### src/rtl/neureka_streamer_sched.sv
// neureka_streamer_sched: sequences streamer mux selects, clear/start pulses and completion for one load/store command at a time
module neureka_streamer_sched #(
  parameter int CNT_W = 16
) (
  input  logic             clk_i,
  input  logic             rst_i,
  input  logic             clear_i,
  input  logic             cmd_valid_i,
  output logic             cmd_ready_o,
  input  logic [2:0]       cmd_kind_i,
  input  logic             cmd_wmem_i,
  output logic             ld_st_mux_sel_o,
  output logic [2:0]       ld_which_mux_sel_o,
  output logic             wmem_sel_o,
  output logic             clear_source_o,
  output logic             clear_sink_o,
  output logic             clear_fifo_o,
  output logic             req_start_o,
  input  logic             source_done_i,
  input  logic             wmem_done_i,
  input  logic             sink_done_i,
  input  logic             tcdm_fifo_empty_i,
  output logic             busy_o,
  output logic             done_o,
  output logic             err_o,
  output logic [CNT_W-1:0] cycles_o
);
  typedef enum logic [2:0] {IDLE, DRAIN, CLEAR, START, RUN} state_t;
  state_t state, state_d;
  logic flush, accept, illegal, in_wmem, in_store, same_cmd;
  logic [2:0] kind_q, last_kind, nxt_kind;
  logic wmem_q, last_wmem, last_vld, nxt_wmem;
  logic src_s, wmem_s, sink_s, need_src, need_wmem, need_sink, all_done;
  logic [CNT_W-1:0] cnt;
  assign flush = rst_i | clear_i;
  assign accept = cmd_valid_i & cmd_ready_o;
  assign illegal = &cmd_kind_i[2:1];
  assign in_wmem = cmd_kind_i == 3'd2 || (cmd_kind_i == 3'd1 && cmd_wmem_i);
  assign in_store = cmd_kind_i == 3'd5;
  assign same_cmd = last_vld && last_kind == cmd_kind_i && last_wmem == in_wmem;
  assign nxt_kind = accept ? cmd_kind_i : kind_q;
  assign nxt_wmem = accept ? in_wmem : wmem_q;
  assign need_sink = kind_q == 3'd5;
  assign need_wmem = wmem_q;
  assign need_src = !need_sink && !(kind_q == 3'd1 && wmem_q);
  // a done counts if it was captured earlier or is arriving right now
  assign all_done = (!need_src || src_s || source_done_i) &&
                    (!need_wmem || wmem_s || wmem_done_i) &&
                    (!need_sink || sink_s || sink_done_i);
  always_ff @(posedge clk_i)
    state <= flush ? IDLE : state_d;
  always_comb begin
    state_d = state;
    case (state)
      IDLE:    if (accept && !illegal) state_d = in_store != ld_st_mux_sel_o ? DRAIN : same_cmd ? START : CLEAR;
      DRAIN:   if (tcdm_fifo_empty_i) state_d = CLEAR;
      CLEAR:   state_d = START;
      START:   state_d = RUN;
      RUN:     if (all_done) state_d = IDLE;
      default: state_d = IDLE;
    endcase
  end
  always_ff @(posedge clk_i) begin
    if (flush) begin
      cmd_ready_o        <= 1'b1;
      busy_o             <= 1'b0;
      ld_st_mux_sel_o    <= 1'b0;
      ld_which_mux_sel_o <= 3'd0;
      wmem_sel_o         <= 1'b0;
      clear_source_o     <= 1'b0;
      clear_sink_o       <= 1'b0;
      clear_fifo_o       <= 1'b0;
      req_start_o        <= 1'b0;
      done_o             <= 1'b0;
      err_o              <= 1'b0;
      cycles_o           <= '0;
      cnt                <= '0;
      kind_q             <= 3'd0;
      wmem_q             <= 1'b0;
      last_vld           <= 1'b0;
      last_kind          <= 3'd0;
      last_wmem          <= 1'b0;
      src_s              <= 1'b0;
      wmem_s             <= 1'b0;
      sink_s             <= 1'b0;
    end else begin
      cmd_ready_o        <= state_d == IDLE;
      busy_o             <= state_d != IDLE;
      ld_st_mux_sel_o    <= state_d == CLEAR ? nxt_kind == 3'd5 : ld_st_mux_sel_o;
      ld_which_mux_sel_o <= state_d == CLEAR && nxt_kind != 3'd5 ? nxt_kind : ld_which_mux_sel_o;
      wmem_sel_o         <= state_d == CLEAR ? nxt_wmem : wmem_sel_o;
      clear_source_o     <= state_d == CLEAR && nxt_kind != 3'd5;
      clear_sink_o       <= state_d == CLEAR && nxt_kind == 3'd5;
      clear_fifo_o       <= state_d == CLEAR && state == DRAIN;
      req_start_o        <= state_d == START;
      done_o             <= state == RUN && all_done;
      err_o              <= accept && illegal;
      cycles_o           <= state == RUN && all_done ? cnt : cycles_o;
      cnt                <= state_d == START ? CNT_W'(1) :
                            state == START || state == RUN ? (&cnt ? cnt : cnt + CNT_W'(1)) : cnt;
      kind_q             <= nxt_kind;
      wmem_q             <= nxt_wmem;
      last_vld           <= last_vld || (accept && !illegal);
      last_kind          <= accept && !illegal ? cmd_kind_i : last_kind;
      last_wmem          <= accept && !illegal ? in_wmem : last_wmem;
      src_s              <= state == IDLE ? 1'b0 : state == START || state == RUN ? src_s | source_done_i : src_s;
      wmem_s             <= state == IDLE ? 1'b0 : state == START || state == RUN ? wmem_s | wmem_done_i : wmem_s;
      sink_s             <= state == IDLE ? 1'b0 : state == START || state == RUN ? sink_s | sink_done_i : sink_s;
    end
  end
endmodule

### config.mk
export PLATFORM = sky130hd
export DESIGN_NAME = neureka_streamer_sched
export DESIGN_NICKNAME = d
export VERILOG_FILES = /design/src/rtl/neureka_streamer_sched.sv
export SDC_FILE = /design/constraint.sdc
export NUM_CORES = 1
export LEC_CHECK = 0
export ABC_AREA = 0
export CORE_MARGIN = 2
export CORE_UTILIZATION = 48
export CTS_CLUSTER_SIZE = 20
export DETAILED_ROUTE_END_ITERATION = 16
export PLACE_DENSITY_LB_ADDON = 0.25
export RECOVER_POWER = 100
export SLEW_MARGIN = 20
export SYNTH_ARGS = -nofsm -noshare
export SYNTH_HDL_FRONTEND = slang
export SYNTH_SLANG_ARGS = --single-unit
export TNS_END_PERCENT = 20
### constraint.sdc
create_clock -name clk_i -period 1.99 [get_ports clk_i]
set_input_delay 0.199 -clock clk_i [delete_from_list [all_inputs] [get_ports clk_i]]
set_output_delay 0.199 -clock clk_i [all_outputs]
set_load 0.05 [all_outputs]
Word-level counts from Yosys, hierarchy flattened --
Index checks and enable logic that the tools add are counted.
Word-level totals: register bits after elaboration 60, bits in latches 0, RAM bits 0, memory bits (read-only) 0, input port bits 12, output and inout bits 29, logic and storage cells 95, memories kept 0
Operators by class: $add $sub $neg 1, multiply operators 0, divide/modulo/power cells 0, $lt $le $gt $ge 0, equal/unequal tests 17, shift operators 0, multiplexer cells 11, bitwise logic cells 6, reduce and logical (&&, ||, !) cells 37
Operators by type and width (count):
- adder 16 x 1 -> 16 bit (second input constant) | 1
- AND reduction 16 bit | 1
- == test 3 x 2 -> 1 bit (second input constant) | 5
- one-hot mux 3 bit (5 select lines) | 1
- logical AND 1 bit | 13
- == test 3 bit (second input constant) | 4
- 2-to-1 mux 3 bit | 4
- == test 3 x 1 -> 1 bit (second input constant) | 3
- logical OR 1 bit | 9
- logical NOT 3 bit | 2
- AND reduction 2 bit | 3
- logical NOT 1 bit | 5
- 2-to-1 mux 1 bit | 5
- OR 1 bit | 4
- OR reduction 2 bit | 2
- == test 3 bit | 1
- inequality test 3 bit (second input constant) | 1
- nonzero test 3 bit | 1
- 2-to-1 mux 2 bit | 1
- inequality test 2 bit (second input constant) | 1
- nonzero test 2 bit | 1
- AND 1 bit | 1
- == test 1 bit | 1
- inequality test 1 bit | 1
- NOT 1 bit | 1

Logic depth before layout (Yosys ltp) --
word-level depth 14, mapped depth 7, depth with buffers taken out 6

Worst setup path before layout --
OpenSTA, ideal clock, no wires.
path kind reg-to-reg, start point reg cmd_ready_o, end point reg wmem_sel_o, library setup time 0.121 ns, arrival time 2.154 ns, data required time 1.869 ns, slack -0.285 ns, cell stages (with the launch flop) 7, path buffers 1, period minus slack after synthesis 2.275 ns, cells stage by stage dfxtp_1 -> nand2_1 -> or3b_2 -> o221a_2 -> and3_1 -> buf_6 -> mux2_4
Between the ends: longest elaborated chain between the ends 5, elaborated cells on any way between the ends 6, those cells by class 1 x eq/ne; 3 x mux; 1 x bitwise; 1 x reduce/logical
RTL lines:
- start: declaration | line 9 | output logic cmd_ready_o,
- start signal: assignment | line 65 | cmd_ready_o <= 1'b1;
- start signal: assignment | line 87 | cmd_ready_o <= state_d == IDLE;
- AND 1 bit (*) | line 36 | assign accept = cmd_valid_i & cmd_ready_o;
- logical AND 1 bit | line 55 | IDLE: if (accept && !illegal) state_d = in_store != ld_st_mux_sel_o ? DRAIN : same_cmd ? START : CLEAR;
- 2-to-1 mux 3 bit | line 55
- one-hot mux 3 bit (5 select lines) | line 54 | case (state)
- == test 3 x 2 -> 1 bit | line 91 | wmem_sel_o <= state_d == CLEAR ? nxt_wmem : wmem_sel_o;
- end signal: assignment | line 91
- end: declaration | line 14 | output logic wmem_sel_o,
Mark *: on every way between the ends. The rest lies on a longest branch, timed or not. A chain may end at the register's enable or synchronous reset.

Final worst setup path --
start point in cmd_kind_i[2], end point reg wmem_sel_o
Between the ends: longest elaborated chain between the ends 10, elaborated cells on any way between the ends 19, those cells by class 7 x eq/ne; 5 x mux; 7 x reduce/logical
RTL lines:
- start: declaration | line 10 | input logic [2:0] cmd_kind_i,
- == test 3 x 1 -> 1 bit | line 38 | assign in_wmem = cmd_kind_i == 3'd2 || (cmd_kind_i == 3'd1 && cmd_wmem_i);
- logical AND 1 bit | line 38
- logical OR 1 bit | line 38
- == test 1 bit | line 40 | assign same_cmd = last_vld && last_kind == cmd_kind_i && last_wmem == in_wmem;
- logical AND 1 bit | line 40
- 2-to-1 mux 1 bit | line 55
- 2-to-1 mux 2 bit | line 55
- 2-to-1 mux 3 bit | line 55
- one-hot mux 3 bit (5 select lines) | line 54
- == test 3 x 2 -> 1 bit | line 91
Parallel ways exist; a longest one is shown, timed or not.

==> flow_metrics.py <==
metrics = {
    "worst_setup_path": {
        "reg2regPathDepth": 5,
        "worstReg2RegEnd": "wmem_sel_o",
        "path_cells": "clkdlybuf4s50_1, nand2_1, or3b_2, o221a_2, and3_1, mux2_1",
        "crit_slowest_cell": "clkdlybuf4s50_1",
        "r2r_slack_ps": 90,
        "cp-end-kind": "register",
        "cpPeakStageDelay_ps": 470,
        "path_buf_inv": 1,
        "reg2reg_from": "state[0]",
        "worst_ep_arrival_time_ps": 2150,
        "cp_top_family": "simple AND/OR/NAND/NOR gates",
        "crit_fanout": 5,
        "critPathLaunchType": "input pin",
        "path_class": "in -> reg",
        "critPathRequiredTime_ps": 2210,
    },
    "synthesis": {
        "synth-seq-cells": 60,
        "synth_top_area_cell": "dfxtp_1",
        "synthFlopType": "dfxtp_1",
        "synth_edf_count": 0,
        "postSynthCellCount": 282,
        "synth_area_leaders": "dfxtp_1, mux2i_1, nor2_1, nor3_1, xor2_1",
        "syn_area_per_cell_um2": 9.43,
        "yosys_warnings": 0,
        "yosysUniqueCellTypes": 57,
        "synth_top_area_share_pct": 45.2,
        "syn-num-nets": 295,
        "synth-async-reset-ratio_pct": 0,
        "yosysSeqAreaShare_pct": 45.2,
        "syn_area_um2": 2660,
    },
    "timing": {
        "fin_setup_tns_ps": 0,
        "drv_slew": 0,
        "period_share_pct": 96.8,
        "setup-violations-final": 0,
        "clock_skew_ps": 8.19,
        "worstMarginPinSlew_ps": 562,
        "slew-limit-headroom_pct": 61.6,
        "fin_crit_ps": 1930,
        "hold_viol": 0,
        "timing.fmax_mhz": 519,
    },
    "layout": {
        "seq_area_um2": 1210,
        "multi_input_area_um2": 1370,
        "layout-drive-gt1-share_pct": 19.5,
        "mostFrequentLayoutCell": "dfxtp_1",
        "final_util_pct": 65.3,
        "nets": 367,
        "diodes": 0,
        "syn_to_final_growth_pct": 33.6,
        "nFillCells": 460,
        "layout_common_cells": "dfxtp_1, nor2_1, dlygate4sd3_1, buf_4, mux2i_1",
    },
    "placement": {
        "place_congestion": 0.899,
        "dp_hpwl_um": 4210,
        "port-buffer-count": 40,
    },
    "flow_run": {
        "maxCapViolCount": 0,
    },
    "clock_network": {
        "cts_tree": "yes",
        "cts.hold.buffers_added": 0,
        "postCtsSetupRepairBufs": 0,
        "cts.clk_slew.worst_paths_ps": 60,
        "clock-sinks": 60,
        "clockRootBuffer": "clkbuf_8",
        "h-tree-depth": 3,
        "cts_buffers": 9,
        "clockBufferDepth": 2,
        "insertion_delay_ps": 340,
    },
    "global_route": {
        "grt_pass1_wl_um": 10000,
        "grt_pass1_vias": 2221,
        "antenna_found_initial": 0,
        "grt_start_max_net_pins": 27,
        "overflow": 0,
        "grt_usage_pct": 21.0,
    },
    "floorplanning": {
        "die_x_um": 78.4,
        "rows": 27,
        "die_h_um": 78.4,
        "dieArea_um2": 6150,
        "initial_utilization_pct": 48.9,
        "ios": 41,
        "core-area_um2": 5440,
    },
    "detailed_routing": {
        "vias": 2314,
        "wire_per_inst_um": 13.7,
        "routed_wl_um": 5920,
        "drc": 0,
        "drtAntennaViolNets": 0,
        "drtIter0Drc": 113,
        "drt_first_pass_iters": 4,
        "via_per_inst": 5.37,
    },
    "power": {
        "ir_drop_mv": 0.521,
        "power_leakage_uw": 0.00146,
        "p_per_area_nw_per_um2": 705,
    },
    "worst_hold_path": {
        "min_from": "last_vld",
        "hold_end": "last_vld",
        "min_path_type": "reg -> reg",
        "hold_depth": 2,
    },
    "run_status": {
        "status": "finished clean",
    },
}
[logic make-up after synthesis]
logic type / Yosys count / share of synthesized area [%]
buffers and inverters: 20 / 3.86
adder cells (fa/ha/maj): 1 / 0.471
multiplexers: 22 / 8.47
AND/OR/NAND/NOR: 120 / 24.7
AO/OA/AOI/OAI: 47 / 13.4
flip-flops: 60 / 45.2
XOR/XNOR: 12 / 3.95
[synthesized netlist by cell type, types with 4 or more instances]
cell / n
nor3_1: 15
xor2_1: 7
nor2_1: 44
buf_2: 4
a21oi_1: 6
dfxtp_1: 60
clkbuf_1: 8
o21ai_1: 4
inv_1: 4
nand4_1: 4
xnor2_1: 5
or3_1: 5
mux2i_1: 21
nand2b_1: 4
a211oi_1: 7
nand3b_1: 5
nand2_1: 11
nand3_1: 7
[tightest hold or removal path, cell delays in order, from the launching register on]
cell	delay (ps)
dfxtp_1	330
nor2_1	50
nor2_1	60
[state kept, by name, summed over array words and instances (netlist names)]
| signal | cells |
|---|---|
| last_kind | 3 |
| cnt | 16 |
| clear_sink_o | 1 |
| cmd_ready_o | 1 |
| state | 3 |
| clear_source_o | 1 |
| busy_o | 1 |
| need_wmem | 1 |
| kind_q | 3 |
| clear_fifo_o | 1 |
| ld_st_mux_sel_o | 1 |
| src_s | 1 |
| err_o | 1 |
| wmem_s | 1 |
| sink_s | 1 |
| req_start_o | 1 |
| last_vld | 1 |
| wmem_sel_o | 1 |
| last_wmem | 1 |
| ld_which_mux_sel_o | 3 |
| done_o | 1 |
| cycles_o | 16 |
[area by class of cell]
class,instances,share of cell area (%)
multi-input combinational,202,38.6
tap,72,2.54
clock inverter,5,1.48
clock buffer,11,3.70
timing repair buffer,77,19.3
inverter,4,0.423
sequential,60,34.0
[what timing repair did]
action,in CTS,in global routing
pin swaps,0,2
endpoints found under the hold margin,0,0
resized for setup,1,9
setup endpoints to repair,1,15
[worst max path at each step]
stage          slack [ps]    endpoint          start  cells after the start
2_1_floorplan           4  wmem_sel_o    cmd_ready_o                      6
3_3_place_gp         -230  wmem_sel_o  cmd_kind_i[2]                      6
3_5_place_dp         -270  wmem_sel_o  cmd_kind_i[2]                      6
4_1_cts                40      cnt[9]       state[0]                      6
5_1_grt               -10     cnt[14]         cnt[5]                      5
6_report               60  wmem_sel_o  cmd_kind_i[2]                      6
[stage by stage]
stage / std cells / hold WS [ps] / worst slack (ps) / area (um2) / total power (uW)
floorplan: 282 / 340 / 4.00 / 2660 / 1400
global placement: 415 / 455 / -232 / 3370 / 1500
detailed placement: 415 / 464 / -272 / 3370 / 1500
CTS: 431 / 478 / 41.3 / 3550 / 2540
global route: 431 / 501 / -10.5 / 3550 / 2610
finish: 431 / 473 / 64.7 / 3550 / 2510
[power breakdown]
part           switching [uW]  internal, uW
combinational             137           103
clock                     469           572
sequential               8.80          1220
[per-layer routing]
metal	wire length, um	global-route usage (%)	part of all wire (%)
met5	0	0	0
met4	37	7.37	0.63
met2	2800	33.8	47
met1	2790	26.1	47
met3	289	7.59	4.9
Power figures use the tool's default switching activity.
